**src/rtl/lz77_decoder_param.sv**
```systemverilog
// LZ77 code-triple decoder with a shifting search buffer.
// Optional position range check: define LZ77_DEC_POSCHK_EN.
module lz77_decoder_param #(
  parameter int SYM_W = 8,
  parameter int SB_DEPTH = 9,
  parameter int LEN_MAX = 7,
  parameter logic [SYM_W-1:0] END_SYM = 8'h24,
  localparam int POS_W = (SB_DEPTH > 1) ? $clog2(SB_DEPTH) : 1,
  localparam int LEN_W = ($clog2(LEN_MAX + 1) > 0) ? $clog2(LEN_MAX + 1) : 1
) (
  input  logic             clk,
  input  logic             reset,
  input  logic             code_valid,
  output logic             code_ready,
  input  logic [POS_W-1:0] code_pos,
  input  logic [LEN_W-1:0] code_len,
  input  logic [SYM_W-1:0] chardata,
  output logic             out_valid,
  input  logic             out_ready,
  output logic [SYM_W-1:0] char_nxt,
  output logic             finish,
  output logic             pos_err
);

`ifdef LZ77_DEC_POSCHK_EN
  localparam bit POSCHK = 1'b1;
`else
  localparam bit POSCHK = 1'b0;
`endif

  typedef enum logic [1:0] {
    IDLE,
    COPY,
    LIT,
    DONE
  } state_t;

  state_t           state;
  logic [SYM_W-1:0] sb      [SB_DEPTH];
  logic [SYM_W-1:0] sb_next [SB_DEPTH];
  logic [POS_W-1:0] pos;
  logic [LEN_W-1:0] cnt;
  logic [SYM_W-1:0] lit;
  logic             pos_err_q;
  logic             acc_rng;
  logic             lat_rng;
  logic [SYM_W-1:0] acc_sym;
  logic [SYM_W-1:0] nxt_sym;

  assign pos_err = pos_err_q;

  // Buffer as it will be once the presented symbol is consumed.
  always_comb begin
    sb_next[0] = char_nxt;
    for (int i = 1; i < SB_DEPTH; i++) begin
      sb_next[i] = sb[i-1];
    end
  end

  assign acc_rng = int'(code_pos) < SB_DEPTH;
  assign lat_rng = int'(pos) < SB_DEPTH;
  assign acc_sym = acc_rng ? sb[code_pos] : '0;
  assign nxt_sym = lat_rng ? sb_next[pos] : '0;

  always_ff @(posedge clk) begin
    if (reset) begin
      state      <= IDLE;
      for (int i = 0; i < SB_DEPTH; i++) begin
        sb[i] <= '0;
      end
      pos        <= '0;
      cnt        <= '0;
      lit        <= '0;
      out_valid  <= 1'b0;
      char_nxt   <= '0;
      finish     <= 1'b0;
      pos_err_q  <= 1'b0;
      code_ready <= 1'b1;
    end else begin
      pos_err_q <= 1'b0;
      unique case (state)
        IDLE: begin
          if (code_valid) begin
            pos        <= code_pos;
            lit        <= chardata;
            cnt        <= code_len;
            code_ready <= 1'b0;
            out_valid  <= 1'b1;
            pos_err_q  <= POSCHK && !acc_rng;
            if (code_len != '0 && !(POSCHK && !acc_rng)) begin
              state    <= COPY;
              char_nxt <= acc_sym;
              finish   <= 1'b0;
            end else begin
              state    <= LIT;
              char_nxt <= chardata;
              finish   <= (chardata == END_SYM);
            end
          end
        end
        COPY: begin
          if (out_ready) begin
            sb  <= sb_next;
            cnt <= cnt - 1'b1;
            if (cnt == LEN_W'(1)) begin
              state    <= LIT;
              char_nxt <= lit;
              finish   <= (lit == END_SYM);
            end else begin
              char_nxt <= nxt_sym;
            end
          end
        end
        LIT: begin
          if (out_ready) begin
            sb        <= sb_next;
            out_valid <= 1'b0;
            finish    <= 1'b0;
            if (finish) begin
              state <= DONE;
            end else begin
              state      <= IDLE;
              code_ready <= 1'b1;
            end
          end
        end
        DONE: begin
          out_valid  <= 1'b0;
          code_ready <= 1'b0;
        end
        default: state <= IDLE;
      endcase
    end
  end

endmodule
```
**config.mk**
```make
export PLATFORM = sky130hd
export DESIGN_NAME = lz77_decoder_param
export DESIGN_NICKNAME = d
export VERILOG_FILES = /design/src/rtl/lz77_decoder_param.sv
export SDC_FILE = /design/constraint.sdc
export NUM_CORES = 1
export LEC_CHECK = 0
export CORE_MARGIN = 10
export CORE_UTILIZATION = 55
export DETAILED_ROUTE_END_ITERATION = 7
export PLACE_DENSITY = 0.75
export SETUP_SLACK_MARGIN = 0.5
export SKIP_LAST_GASP = 1
export SLEW_MARGIN = 20
export SYNTH_ARGS = -nofsm -noshare
export SYNTH_HDL_FRONTEND = slang
export SYNTH_SLANG_ARGS = --single-unit
```
**constraint.sdc**
```tcl
create_clock -name clk -period 2.5 [get_ports clk]
set_clock_uncertainty 0.15 [all_clocks]
set_input_delay 0.75 -clock clk [delete_from_list [all_inputs] [get_ports clk]]
set_output_delay 0.75 -clock clk [all_outputs]
set_load 0.005 [all_outputs]
```
==> metrics.yaml <==
status:
  status: "finished clean"
sta:
  min_period_over_period_pct: 81.2
  period_needed_ps: 2030
  hold_violations: 0
  tightest_slew_ps: 648
  drv_slew: 0
  relSlewSlack_pct: 56.8
  timing.hold.ws_ps: 318
  finalSetupViolations: 0
  fmax_ghz: 0.492
  rsz0062_at_grt: "yes"
  fin_ws_ps: 469
clocking:
  cts_htree_levels: 3
  cts.path.max_buffers: 2
  clk_latency_ps: 370
  cts_tree: "yes"
  clock_sinks: 100
  cts_buffers: 9
  cts_root_buffer: "clkbuf_8"
  path_clk_slew_ps: 110
worst_setup_path:
  worstSetupPathType: "input port to register"
  critical_path_arrival_ps: 2140
  worstPathRequired_ps: 2610
  crit_chain: "buf_4 > buf_4 > mux2i_1 > o22ai_1 > nor3_1 > nor4_2 > a22o_1"
  rr_worst_depth: 7
  crit_slowest_cell: "mux2i_1"
  rrSetupSlack_ps: 500
  cp-start-kind: "input port"
  worst_path_largest_cell_delay_ps: 300
  cp_common_cell: "buf_4"
  critPathCaptureType: "register"
  cp_max_fo: 9
min_path:
  hp-class: "register to register"
  whs_path_depth: 2
power_and_ir_drop:
  ir_drop_mv: 0.700
  finalPower_mw: 5.61
  p_per_area_nw_per_um2: 870
  total_leakage_power_nw: 2.32
logic_synthesis:
  synth_area_per_cell_sq_um: 7.98
  ys_seq_area_share_pct: 38.4
  ys_top_cells_by_area: "dfxtp_1, nand2_1, a21oi_1"
  ys.warnings.count: 0
  yosys_most_used_dff: "dfxtp_1"
  synth-seq-cells: 100
  synth_edf_count: 0
  ys_types: 57
  syn_inst: 654
  synthArstFlopShare_pct: 0
  syn_nets: 679
  yosys.area.top_type: "dfxtp_1"
  synth_area_sq_um: 5220
  yosysTopAreaCellShare_pct: 38.4
die:
  rows: 35
  die_area_sq_um: 13800
  initial_utilization_pct: 56.5
  die_x_um: 117
  core_sq_um: 9240
  die_h_um: 117
  ioPinCount: 31
global_route:
  grt_pass1_wl_mm: 25.7
  grt_max_degree: 73
  grt_overflow: 0
  antenna_found_initial: 0
  first_global_vias: 4866
  grt.total_usage_pct: 22.1
detailed_routing:
  drtAntennaViolNets: 0
  vias_per_cell: 6.10
  drc_errors: 0
  wl_per_cell_um: 19.5
  drt_iter0_drc: 573
  dr.pass1.iters: 5
  wirelength_mm: 16.3
  routed-via-count: 5121
final_layout:
  drive_above_1_share_pct: 21.9
  nets: 731
  num_antenna_cells: 0
  layout_common_cells: "nand2_1, a21oi_1, dfxtp_1"
  areaGrowthSynthToFinish_pct: 23.5
  mostFrequentLayoutCell: "nand2_1"
placed_design:
  dp_slack_ps: -193
  io_buffers: 29
  hpwl_mm: 10.9
  gp_congestion: 1.02
job:
  max_cap_violations: 0
==> metal layers <==
layer,GRT usage (%),part of all wire (%),vias up
met5,0,0,-
met2,35.6,47,244
met3,3.88,7.4,39
met4,7.75,1.9,0
met1,28.9,43,2426
li1,-,-,2412
==> synth_stat cells (all sizes together) (2+ instances only) <==
cell type  count
o22ai         12
a221oi        11
nor2          16
o21ai          7
mux2i         41
nor2b          7
inv            6
a211oi         8
buf           16
clkbuf        37
a221o          7
a31oi          3
nand3          5
o211ai         7
nand2        187
ha             6
and2           4
a2111oi        2
nor3          14
nor4b          6
or3            2
a21bo          2
o2111ai        4
mux2          15
a22o           4
a21oi        102
dfxtp        100
a32o           3
nor4           4
nand2b         4
==> worst max-delay path, delay by kind of cell <==
family / cells / cell delay, ps
AOI/OAI and AO/OA: 2 / 340
buffers and inverters: 2 / 430
muxes: 1 / 300
and+or+nand+nor: 2 / 320
==> layout make-up <==
cell class / instances / area (sq um)
Clock inverter: 6 / 70.1
Inverter: 6 / 27.5
Timing Repair Buffer: 94 / 860
Sequential cell: 100 / 2040
Fill cell: 728 / 2800
Tap cell: 129 / 161
Multi-Input combinational cell: 495 / 3150
Clock buffer: 10 / 138
==> cells by family (layout without fill, tap and decap cells) <==
group	after synthesis	count (layout)	synth area share [%]
adders and majority gates	6	6	1.44
buffers and inverters	59	116	5.66
DFF	100	100	38.4
AOI/OAI and AO/OA	180	180	22.4
and+or+nand+nor	252	252	20.9
other	1	1	0.0719
muxes	56	56	11.2
==> sequential cells by signal, indices dropped and copies added, names as in the netlist <==
register / count
state: 2
lit: 8
out_valid: 1
finish: 1
pos: 4
sb: 72
code_ready: 1
cnt: 3
char_nxt: 8
==> per-stage QoR <==
stage	utilization, %	TNS (ps)	cells	cell area [sq um]
2_1_floorplan	-	0	654	5260
3_3_place_gp	62.9	-394	806	5810
3_5_place_dp	62.9	-865	806	5810
4_1_cts	67.9	0	834	6280
5_1_grt	69.7	0	840	6440
6_report	69.7	0	840	6440
==> power by group <==
| group | switching (mW) | leakage, nW | internal [mW] |
|---|---|---|---|
| clock | 0.608 | 0.108 | 0.502 |
| sequential | 0.186 | 0.817 | 1.78 |
| combinational | 1.46 | 1.39 | 1.07 |
==> worst paths after layout <==
check                     end         from
setup / recovery  char_nxt[7]  code_pos[0]
hold / removal    char_nxt[0]  char_nxt[0]
setup reg to reg  char_nxt[7]     state[1]
hold reg to reg   char_nxt[0]  char_nxt[0]
==> timing repair <==
item | 4_1_cts | 5_1_grt
hold buffers | 0 | 0
buffers inserted | 11 | 5
pin swaps | 3 | 7
gates cloned | 1 | 1
endpoints found under the setup margin | 22 | 10
gates resized for setup | 67 | 29
No activity file was read; power rests on OpenSTA's default activity.
